==> src/rtl/ahb_pkg.sv <==
// Shared AHB-Lite encodings and the initiator state type used by the bus models.
package ahb_pkg;

    localparam logic [1:0] HTRANS_IDLE   = 2'b00;
    localparam logic [1:0] HTRANS_BUSY   = 2'b01;
    localparam logic [1:0] HTRANS_NONSEQ = 2'b10;
    localparam logic [1:0] HTRANS_SEQ    = 2'b11;

    localparam logic [2:0] HBURST_SINGLE = 3'b000;
    localparam logic [2:0] HBURST_INCR4  = 3'b011;

    localparam logic [1:0] HRESP_OKAY    = 2'b00;
    localparam logic [1:0] HRESP_ERROR   = 2'b01;

    typedef enum logic [1:0] {
        ST_IDLE = 2'd0,
        ST_ADDR = 2'd1,
        ST_DATA = 2'd2,
        ST_ERR  = 2'd3
    } mst_state_t;

endpackage

==> src/rtl/ahb_lite_master.sv <==
// AHB-Lite initiator: turns one local command into a SINGLE or INCR4 transfer,
// overlapping address and data phases, honouring wait states and ERROR responses.
module ahb_lite_master
    import ahb_pkg::*;
#(
    parameter int ADDR_WIDTH = 32,
    parameter int DATA_WIDTH = 32
) (
    input  logic                  HCLK,
    input  logic                  HRESET,
    input  logic                  cmd_valid,
    output logic                  cmd_ready,
    input  logic                  cmd_write,
    input  logic [ADDR_WIDTH-1:0] cmd_addr,
    input  logic [2:0]            cmd_size,
    input  logic                  cmd_incr4,
    output logic                  wr_req,
    input  logic [DATA_WIDTH-1:0] wr_data,
    output logic                  rd_valid,
    output logic [DATA_WIDTH-1:0] rd_data,
    output logic                  done,
    output logic                  err,
    output logic [ADDR_WIDTH-1:0] HADDR,
    output logic [1:0]            HTRANS,
    output logic                  HWRITE,
    output logic [2:0]            HSIZE,
    output logic [2:0]            HBURST,
    output logic [DATA_WIDTH-1:0] HWDATA,
    input  logic [DATA_WIDTH-1:0] HRDATA,
    input  logic                  HREADY,
    input  logic [1:0]            HRESP
);

    mst_state_t            r_state;
    logic [ADDR_WIDTH-1:0] r_haddr;
    logic [1:0]            r_htrans;
    logic                  r_hwrite;
    logic [2:0]            r_hsize;
    logic [2:0]            r_hburst;
    logic [DATA_WIDTH-1:0] r_hwdata;
    logic [1:0]            r_addr_cnt;
    logic [1:0]            r_data_cnt;
    logic [1:0]            r_last;
    logic                  r_dphase;
    logic                  r_rd_valid;
    logic [DATA_WIDTH-1:0] r_rd_data;
    logic                  r_done;
    logic                  r_err;

    logic [ADDR_WIDTH-1:0] w_addr_step;
    logic                  w_err_first;

    assign w_addr_step = ADDR_WIDTH'(1) << r_hsize;
    // First ERROR cycle: only meaningful while a data phase is actually outstanding.
    assign w_err_first = r_dphase && !HREADY && (HRESP == HRESP_ERROR);

    // NOTE: wr_req is combinational on HREADY so the caller presents data on the very edge it is loaded.
    assign wr_req    = (r_state == ST_ADDR) && r_hwrite && HREADY;
    assign cmd_ready = (r_state == ST_IDLE);

    assign HADDR    = r_haddr;
    assign HTRANS   = r_htrans;
    assign HWRITE   = r_hwrite;
    assign HSIZE    = r_hsize;
    assign HBURST   = r_hburst;
    assign HWDATA   = r_hwdata;
    assign rd_valid = r_rd_valid;
    assign rd_data  = r_rd_data;
    assign done     = r_done;
    assign err      = r_err;

    always_ff @(posedge HCLK) begin
        if (HRESET) begin
            r_state    <= ST_IDLE;
            r_haddr    <= '0;
            r_htrans   <= HTRANS_IDLE;
            r_hwrite   <= 1'b0;
            r_hsize    <= 3'b000;
            r_hburst   <= HBURST_SINGLE;
            r_hwdata   <= '0;
            r_addr_cnt <= 2'd0;
            r_data_cnt <= 2'd0;
            r_last     <= 2'd0;
            r_dphase   <= 1'b0;
            r_rd_valid <= 1'b0;
            r_rd_data  <= '0;
            r_done     <= 1'b0;
            r_err      <= 1'b0;
        end else begin
            r_rd_valid <= 1'b0;
            r_done     <= 1'b0;
            r_err      <= 1'b0;
            case (r_state)
                ST_IDLE: begin
                    if (cmd_valid) begin
                        r_haddr    <= cmd_addr;
                        r_htrans   <= HTRANS_NONSEQ;
                        r_hwrite   <= cmd_write;
                        r_hsize    <= cmd_size;
                        r_hburst   <= cmd_incr4 ? HBURST_INCR4 : HBURST_SINGLE;
                        r_last     <= cmd_incr4 ? 2'd3 : 2'd0;
                        r_addr_cnt <= 2'd0;
                        r_data_cnt <= 2'd0;
                        r_dphase   <= 1'b0;
                        r_state    <= ST_ADDR;
                    end
                end
                ST_ADDR: begin
                    if (w_err_first) begin
                        r_htrans <= HTRANS_IDLE;
                        r_state  <= ST_ERR;
                    end else if (HREADY) begin
                        if (r_hwrite) r_hwdata <= wr_data;
                        if (r_dphase) begin
                            if (!r_hwrite) begin
                                r_rd_data  <= HRDATA;
                                r_rd_valid <= 1'b1;
                            end
                            r_data_cnt <= r_data_cnt + 2'd1;
                        end
                        r_dphase <= 1'b1;
                        if (r_addr_cnt == r_last) begin
                            r_htrans <= HTRANS_IDLE;
                            r_state  <= ST_DATA;
                        end else begin
                            r_addr_cnt <= r_addr_cnt + 2'd1;
                            r_haddr    <= r_haddr + w_addr_step;
                            r_htrans   <= HTRANS_SEQ;
                        end
                    end
                end
                ST_DATA: begin
                    if (w_err_first) begin
                        r_state <= ST_ERR;
                    end else if (HREADY && r_data_cnt == r_last) begin
                        if (!r_hwrite) begin
                            r_rd_data  <= HRDATA;
                            r_rd_valid <= 1'b1;
                        end
                        r_dphase <= 1'b0;
                        r_done   <= 1'b1;
                        r_state  <= ST_IDLE;
                    end
                end
                ST_ERR: begin
                    if (HREADY && HRESP == HRESP_ERROR) begin
                        r_dphase <= 1'b0;
                        r_done   <= 1'b1;
                        r_err    <= 1'b1;
                        r_state  <= ST_IDLE;
                    end
                end
                default: r_state <= ST_IDLE;
            endcase
        end
    end

endmodule
==> config.mk <==
export PLATFORM = sky130hd
export DESIGN_NAME = ahb_lite_master
export DESIGN_NICKNAME = d
export VERILOG_FILES = /design/src/rtl/ahb_pkg.sv /design/src/rtl/ahb_lite_master.sv
export SDC_FILE = /design/constraint.sdc
export NUM_CORES = 1
export LEC_CHECK = 0
export ABC_AREA = 1
export CORE_ASPECT_RATIO = 1.25
export CORE_MARGIN = 4
export CORE_UTILIZATION = 30
export CTS_CLUSTER_DIAMETER = 100
export DETAILED_ROUTE_END_ITERATION = 7
export PLACE_DENSITY_LB_ADDON = 0.2
export SLEW_MARGIN = 20
export SYNTH_ARGS = -nofsm -noshare
export SYNTH_HDL_FRONTEND = slang
export SYNTH_SLANG_ARGS = --single-unit
==> constraint.sdc <==
create_clock -name HCLK -period 2.74 [get_ports HCLK]
set_input_delay 0.822 -clock HCLK [delete_from_list [all_inputs] [get_ports HCLK]]
set_output_delay 0.822 -clock HCLK [all_outputs]
set_load 0.01 [all_outputs]
; Word-level counts from Yosys, hierarchy flattened
; Cells that the tools add are included.
; W data, S select, Z words.
[word_totals]
regBits = 117
latchBits = 0
ramBits = 0
romBits = 0
input_bits = 107
word_cells = 111
mem_count = 0
[op_classes]
add_sub_neg = 3
n_mul = 0
div = 0
magnitude_cmp = 0
eq_ne = 17
shifts = 1
mux = 54
bitwise_logic = 2
reduce_logical = 19
[op_table]
columns = op, count
row1 = $mux W32, 10
row2 = $pmux W32 S2, 2
row3 = $mux W2, 20
row4 = $add A32 B32 Y32, 1
row5 = $shl A1 B3 Y32 const A, 1
row6 = $ne A2 B2 Y1 const B, 8
row7 = $mux W1, 15
row8 = $reduce_and A5 Y1, 3
row9 = $pmux W2 S2, 3
row10 = $reduce_and A6 Y1, 2
row11 = $pmux W2 S4, 1
row12 = $logic_and A1 B1 Y1, 6
row13 = $ne A3 B3 Y1 const B, 2
row14 = $add A2 B1 Y2 const B, 2
row15 = $eq A2 B1 Y1 const B, 2
row16 = $eq A2 B2 Y1, 2
row17 = $eq A2 B2 Y1 const B, 2
row18 = $pmux W1 S2, 2
row19 = $pmux W1 S4, 1
row20 = $reduce_and A4 Y1, 1
row21 = $reduce_bool A2 Y1, 2
row22 = $ne A3 B2 Y1 const B, 1
row23 = $reduce_and A3 Y1, 1
row24 = $logic_not A2 Y1, 1
row25 = other kinds (4), 5

; Depth between registers and ports, before layout
; Gate-level depths: netlist of the first run.
[depth]
depth_word = 6
mapped_depth = 14
mapped_depth_nobuf = 14

; Worst setup path after synthesis of the first run
; No wires, ideal clock.
[synth_timing]
kind = input-to-output
start = input HREADY
end = output wr_req
arrival_ns = 1.517
required_ns = 1.918
slack_ns = 0.401
cell_stages = 4
path_buffers = 2
cell_sequence = buf_4 nand2_1 nor2_1 clkbuf_1
[synth_via]
elab_chain_len = 1
[synth_lines]
columns = element, line
row1 = "start, declared", ahb_lite_master.sv:30  ; input logic HREADY,
row2 = $logic_and A1 B1 Y1, ahb_lite_master.sv:58  ; assign wr_req = (r_state == ST_ADDR) && r_hwrite && HREADY;
row3 = "end, declared", ahb_lite_master.sv:17  ; output logic wr_req,
; Every way passes these cells.

; Final worst setup path of the first run
; Ends and elaborated chain as after synthesis.

==> impl_metrics.json, run 1 <==
{
  "post-dp-hpwl_um": 13900,
  "fillers": 1950,
  "synth.yosys.warnings": 0,
  "data_required_critical_path_ps": 1920,
  "ff_latch_area_um2": 2260,
  "synth-compound-area-share": 0.181,
  "resized_cells_post_cts": 1,
  "async_flop_share": 0,
  "critical_path.max_stage_delay_ps": 470,
  "timing.critical_path.slowest_stage_cell": "clkdlybuf4s50_1",
  "cp.buffers_inverters": 2,
  "place.detailed.instances": 1290,
  "tritoncts": "built",
  "hold_path_end": "rd_data[31]",
  "cp_class": "in -> out",
  "worst_endpoint_data_arrival_time_ps": 1780,
  "insertion_delay_ps": 420,
  "drcViolationCount": 0,
  "timing.critical_path.fanout_max": 2,
  "critical_path.startpoint_type": "primary input",
  "final.period_utilization": 0.949,
  "grt_start_max_net_pins": 81,
  "post_cts.repair.setup_buffers": 0,
  "worstRegToRegCells": 13,
  "antenna-diode-count": 0,
  "route.detailed.vias_per_inst": 4.67,
  "synth_top_cell_area_share": 0.389,
  "status": "completed",
  "cts.reportedPaths.clkPinSlew_ps": 60,
  "cts_root_buf": "clkbuf_16",
  "detailedRoute.firstIterationViolations": 324,
  "cts-htree-levels": 4,
  "vias": 6175,
  "final_layout_size_suffix_gt1_frac": 0.0560,
  "numCtsBuffers": 17,
  "cpLargestDelayFamily": "buffers and inverters",
  "design.portCount": 217,
  "synth_cells": 873,
  "post-synth-top-area-cell": "dfxtp_1",
  "grt_setup_unrepaired": "false",
  "postRouteAntennaNets": 0,
  "number_of_enable_flip_flop_cells_after_synthesis": 0,
  "slew_violations": 0,
  "vias_in_the_first_global_route": 5845,
  "worstSetupEndpointType": "output pin",
  "hold_path_class": "reg -> reg",
  "core_region_area_um2": 18900,
  "totalNegativeSetupSlack_ps": 0,
  "r2r_slack_ps": 410,
  "ys_types": 36,
  "yosys_most_used_dff": "dfxtp_1",
  "final-setup-viol-count": 0,
  "power.total_mw": 9.01,
  "final_period_minus_worst_setup_slack_ps": 2600,
  "syn_to_final_growth_pct": 51.3,
  "multi_input_comb_area_um2": 2980,
  "final_weighted_congestion_in_routability_driven_placement": 0.865,
  "post_synthesis_sequential_element_count": 113,
  "avgRoutedWirePerCell_um": 14.5,
  "xor_xnor_share_of_the_synthesized_area": 0.00903,
  "mappedNetlistNets": 993,
  "rr_endpoint": "HADDR[27]",
  "ys_top_cells_by_area": "dfxtp_1, nand2_1, nor2_1, o21ai_0, a21oi_1",
  "synth_sequential_area_ratio": 0.389,
  "min_from": "rd_data[31]",
  "synth.area.mux_share": 0,
  "layoutNonFillerInstCount": 1322,
  "initial_core_util": 0.307,
  "synth-adder-area-share": 0.0293,
  "hold_viol": 0,
  "power_density_of_the_placed_cells_nw_per_um2": 1020,
  "globalRouteTotalUtil": 0.175,
  "maximum_root_to_sink_buffer_count": 2,
  "syn_avg_cell_area_um2": 6.66,
  "simple_gate_fraction_of_synth_area": 0.292,
  "grt_overflow": 0,
  "number_of_sinks_handled_by_clock_tree_synthesis": 113,
  "yosysMostFrequentCell": "nand2_1",
  "grt_pass1_wl_um": 30300,
  "finalWirelength_um": 19200,
  "final_nets": 1197,
  "die_area_um2": 21700,
  "max_clock_freq_mhz": 385,
  "critical_path_cell_by_cell": "clkdlybuf4s50_1 > nand2_1 > nor2_2 > dlygate4sd2_1",
  "power.ir.vdd_worst_uv": 527,
  "chipHeight_um": 164,
  "grt_antenna_before_repair": 0,
  "first_pass_iteration_count_of_the_detailed_router": 5,
  "syn-cell-area_um2": 5820,
  "buffer_ports.inserted": 215,
  "worst_clock_skew_ps": 7.15,
  "timing.rr.start": "HSIZE[1]",
  "ys_top_cells_by_count": "nand2_1, nor2_1, dfxtp_1, o21ai_0, a21oi_1",
  "total_of_hold_buffers_inserted_after_clock_tree_synthesis": 0,
  "power_leakage_nw": 3.49,
  "slew_headroom": 0.600,
  "dominant_combinational_cell_family_by_area_after_synthesis": "simple AND/OR/NAND/NOR gates",
  "die_w_um": 133,
  "drv_cap": 0,
  "timing.hold.worst_path_depth": 2,
  "worst_slew_pin_slew_ps": 600,
  "floorplan.rows": 56,
  "final_util": 0.465
}
-- metrics by stage --
stage | area [um^2] | hold slack [ps] | setup WS, ps
3_5_place_dp | 8180 | 434 | -124
4_1_cts | 8800 | 443 | 140
3_3_place_gp | 8180 | 430 | -143
6_report | 8800 | 440 | 140
5_1_grt | 8800 | 456 | 69.8
2_1_floorplan | 5820 | 443 | 401
-- sequential cells by signal, summed over array words and instances, names as in the netlist, 2 cells and up --
name and count:
HADDR 32, HWDATA 32, rd_data 32, HSIZE 3, HTRANS 2, r_addr_cnt 2, r_data_cnt 2, r_state 2
-- per-layer routing --
layer	GRT usage	up-vias	part of all wire
met5	0	-	0
met4	0.0865	0	0.034
met3	0.0407	40	0.047
met2	0.293	195	0.48
met1	0.210	2694	0.44
li1	-	3246	-
-- where the power goes --
| part | leakage [nW] | total, mW | switching [mW] | internal [mW] |
|---|---|---|---|---|
| clock | 0.300 | 2.36 | 0.895 | 1.46 |
| sequential | 0.924 | 2.67 | 0.476 | 2.20 |
| combinational | 2.27 | 3.98 | 2.10 | 1.87 |
-- cells by family after synthesis --
family	after synthesis
other	1
AND/OR/NAND/NOR	406
XOR/XNOR	6
buffers and inverters	131
flip-flops	113
adder cells (fa/ha/maj)	13
AO/OA/AOI/OAI	203
-- layout make-up --
class	instances	share of cell area
clock buffer	17	0.0484
multi-input combinational	629	0.339
timing repair buffer	227	0.262
tap	232	0.0330
inverter	89	0.0383
sequential	113	0.257
clock inverter	15	0.0225
-- worst min-delay path: stages (launching register included) --
cell     delay (ps)
dfxtp_1         300
inv_1            40
a21oi_1          50
-- cell usage in the layout (no fill, tap or decap), types with 17 or more instances in the layout --
master           count
clkdlybuf4s50_1    214
nand2_1            175
nor2_1             135
dfxtp_1            113
o21ai_0             91
a21oi_1             89
inv_1               85
nand3_1             52
nor3_1              22
clkbuf_16           17
-- how the worst max path moves through the flow --
stage | slack [ps] | startpoint | cells past startpoint | to
CTS | 140 | HREADY | 4 | wr_req
global placement | -140 | HREADY | 4 | wr_req
global route | 70 | HREADY | 4 | wr_req
detailed placement | -120 | HREADY | 4 | wr_req
floorplan | 400 | HREADY | 4 | wr_req
finish | 140 | HREADY | 4 | wr_req
Power figures use the tool's default switching activity.
==> run 2, diff against run 1 <==
SKIP_LAST_GASP = 1   (was default)
==> results of run 2 <==
No change in the layout: final DEF, timing and power equal those of run 1.
==> run 3, diff against run 2 <==
ABC_AREA = 0   (was 1)
==> impl_metrics.json, run 3 <==
{
  "status": "completed",
  "critical_path.startpoint": "r_state[0]",
  "core_region_area_um2": 18000,
  "finalWirelength_um": 18500,
  "grt_pass1_wl_um": 29100,
  "power.ir.vdd_worst_uv": 790,
  "tritoncts": "built",
  "critical_path_cell_by_cell": "inv_1 > ha_1 > clkdlybuf4s50_1",
  "final-setup-viol-count": 0,
  "yosys_most_used_dff": "dfxtp_1",
  "power_leakage_nw": 3.09,
  "async_flop_share": 0,
  "ys_top_cells_by_area": "dfxtp_1, nand2_1, a21oi_1, ha_1, nand3_1",
  "seq_power_share": 0.308,
  "power_switching_share": 0.366,
  "ff_latch_area_um2": 2270,
  "timing.critical_path.fanout_max": 6,
  "globalRouteMet1Util": 0.214,
  "whs_ps": 451,
  "critical_path.startpoint_type": "flop",
  "worst_endpoint_data_arrival_time_ps": 1820,
  "final_weighted_congestion_in_routability_driven_placement": 0.831,
  "first_pass_iteration_count_of_the_detailed_router": 5,
  "globalRouteTotalUtil": 0.178,
  "max_clock_freq_mhz": 379,
  "net-switching-power_mw": 2.83,
  "worst_slew_pin_slew_ps": 502,
  "totalNegativeSetupSlack_ps": 0,
  "cts_root_buf": "clkbuf_16",
  "combinational_fraction_of_design_power": 0.402,
  "die_w_um": 129,
  "fillers": 1820,
  "hold_path_class": "reg -> reg",
  "floorplan.rows": 55,
  "worstSetupEndpointType": "output pin",
  "vias": 5726,
  "slew_violations": 0,
  "initial_core_util": 0.304,
  "final_nets": 1034,
  "global_route.usage.met2": 0.287,
  "ys_top_cells_by_count": "nand2_1, dfxtp_1, a21oi_1, nand3_1, nor2_1",
  "buffer_ports.inserted": 215,
  "post_synthesis_sequential_element_count": 113,
  "multi_input_comb_area_um2": 2940,
  "clock_power_share": 0.290,
  "synth_top_cell_area_share": 0.413,
  "cts.reportedPaths.clkPinSlew_ps": 60,
  "worst_clock_skew_ps": 14.6,
  "route.detailed.vias_per_inst": 4.96,
  "yosysMostFrequentCell": "nand2_1",
  "cts-htree-levels": 4,
  "power.total_mw": 7.74,
  "timing.critical_path.slowest_stage_cell": "clkdlybuf4s50_1",
  "cp_class": "reg -> out",
  "grt_busiest_layer": "met2",
  "data_required_critical_path_ps": 1920,
  "cp.buffers_inverters": 2,
  "maximum_root_to_sink_buffer_count": 2,
  "antenna-diode-count": 0,
  "final_period_minus_worst_setup_slack_ps": 2640,
  "design.portCount": 217,
  "syn_to_final_growth_pct": 57.2,
  "cpLargestDelayFamily": "buffers and inverters",
  "cellInternalPower_mw": 4.90,
  "syn_avg_cell_area_um2": 7.96,
  "mappedNetlistNets": 809,
  "avgRoutedWirePerCell_um": 16.0,
  "grt_antenna_before_repair": 0,
  "layout.cells.most_common": "clkdlybuf4s50_1",
  "syn-cell-area_um2": 5480,
  "slew_headroom": 0.663,
  "postRouteAntennaNets": 0,
  "ys_types": 69,
  "grt_setup_unrepaired": "true",
  "final.period_utilization": 0.963,
  "post-synth-top-area-cell": "dfxtp_1",
  "chipHeight_um": 159,
  "final_cell_area_um2": 8620,
  "numCtsBuffers": 17,
  "power_density_of_the_placed_cells_nw_per_um2": 897,
  "global_route_track_usage_on_met3": 0.0748,
  "insertion_delay_ps": 430,
  "grt_start_max_net_pins": 93,
  "synth.yosys.warnings": 0,
  "hold_viol": 0,
  "detailedRoute.firstIterationViolations": 312,
  "vias_in_the_first_global_route": 5487,
  "post_dp_cell_area_um2": 8010,
  "timing.rr.start": "HSIZE[2]",
  "synth_cells": 689,
  "post-dp-hpwl_um": 13300,
  "grt_overflow": 0,
  "drv_cap": 0,
  "number_of_sinks_handled_by_clock_tree_synthesis": 113,
  "drcViolationCount": 0,
  "most-common-layout-cells": "clkdlybuf4s50_1, nand2_1, dfxtp_1",
  "die_area_um2": 20500,
  "critical_path.max_stage_delay_ps": 630,
  "number_of_enable_flip_flop_cells_after_synthesis": 0,
  "synth_sequential_area_ratio": 0.413,
  "final_layout_size_suffix_gt1_frac": 0.107,
  "post_cts.repair.setup_buffers": 0,
  "min_from": "rd_data[29]"
}
==> run 3: worst paths after layout <==
kind / to / slack, ps / cells after the start
setup / recovery: cmd_ready / 100 / 3
hold / removal: rd_data[29] / 450 / 2
setup reg to reg: HADDR[21] / 160 / 9
hold reg to reg: rd_data[29] / 450 / 2
==> run 3: what timing repair did <==
action | CTS | global route
resized for setup | 3 | 9
setup endpoints to repair | 2 | 20
cloned | 0 | 0
hold buffers | 0 | 0
==> run 3: per-stage QoR <==
step | setup WS, ps | instances | util
final | 102 | 1155 | 0.478
after global routing | -2.67 | 1155 | 0.478
after CTS | 20.6 | 1155 | 0.478
after detailed placement | -268 | 1123 | 0.444
after global placement | -282 | 1123 | 0.444
after floorplan | 79.3 | 689 | -
==> run 3: final cells by class <==
| cell class | instances | share of cell area |
|---|---|---|
| repair buffers | 255 | 0.289 |
| clock buffers | 17 | 0.0493 |
| clock inverters | 15 | 0.0199 |
| inverters | 10 | 0.00435 |
| multi-input cells | 517 | 0.340 |
| flip-flops and latches | 113 | 0.263 |
| well taps | 228 | 0.0331 |
==> run 3: tightest hold or removal path, delay by kind of cell (launching register included) <==
family	cells	cell delay [ps]
AND/OR/NAND/NOR	1	50
AO/OA/AOI/OAI	1	50
flip-flops	1	300
==> run 3: routing by layer <==
layer,up-vias,part of all wire
li1,2898,-
met1,2640,0.42
met2,174,0.48
met3,14,0.085
met4,0,0.014
met5,-,0
==> run 3: power by group through the flow <==
stage	clock network (mW)	registers [mW]	logic [mW]
finish	2.25	2.38	3.11
floorplan	0	2.47	1.55
global placement	0	2.40	3.15
CTS	2.31	2.38	3.16
global route	2.38	2.44	3.44
detailed placement	0	2.41	3.14
==> run 3: kinds of logic after synthesis <==
kind of cell               Yosys count  synth area share
AOI/OAI and AO/OA                  191             0.220
xor gates and xnor gates             6           0.00958
adders and majority gates           13            0.0310
buffers and inverters               59            0.0554
DFF                                113             0.413
muxes                               10            0.0183
other                                1          0.000684
and+or+nand+nor                    296             0.253
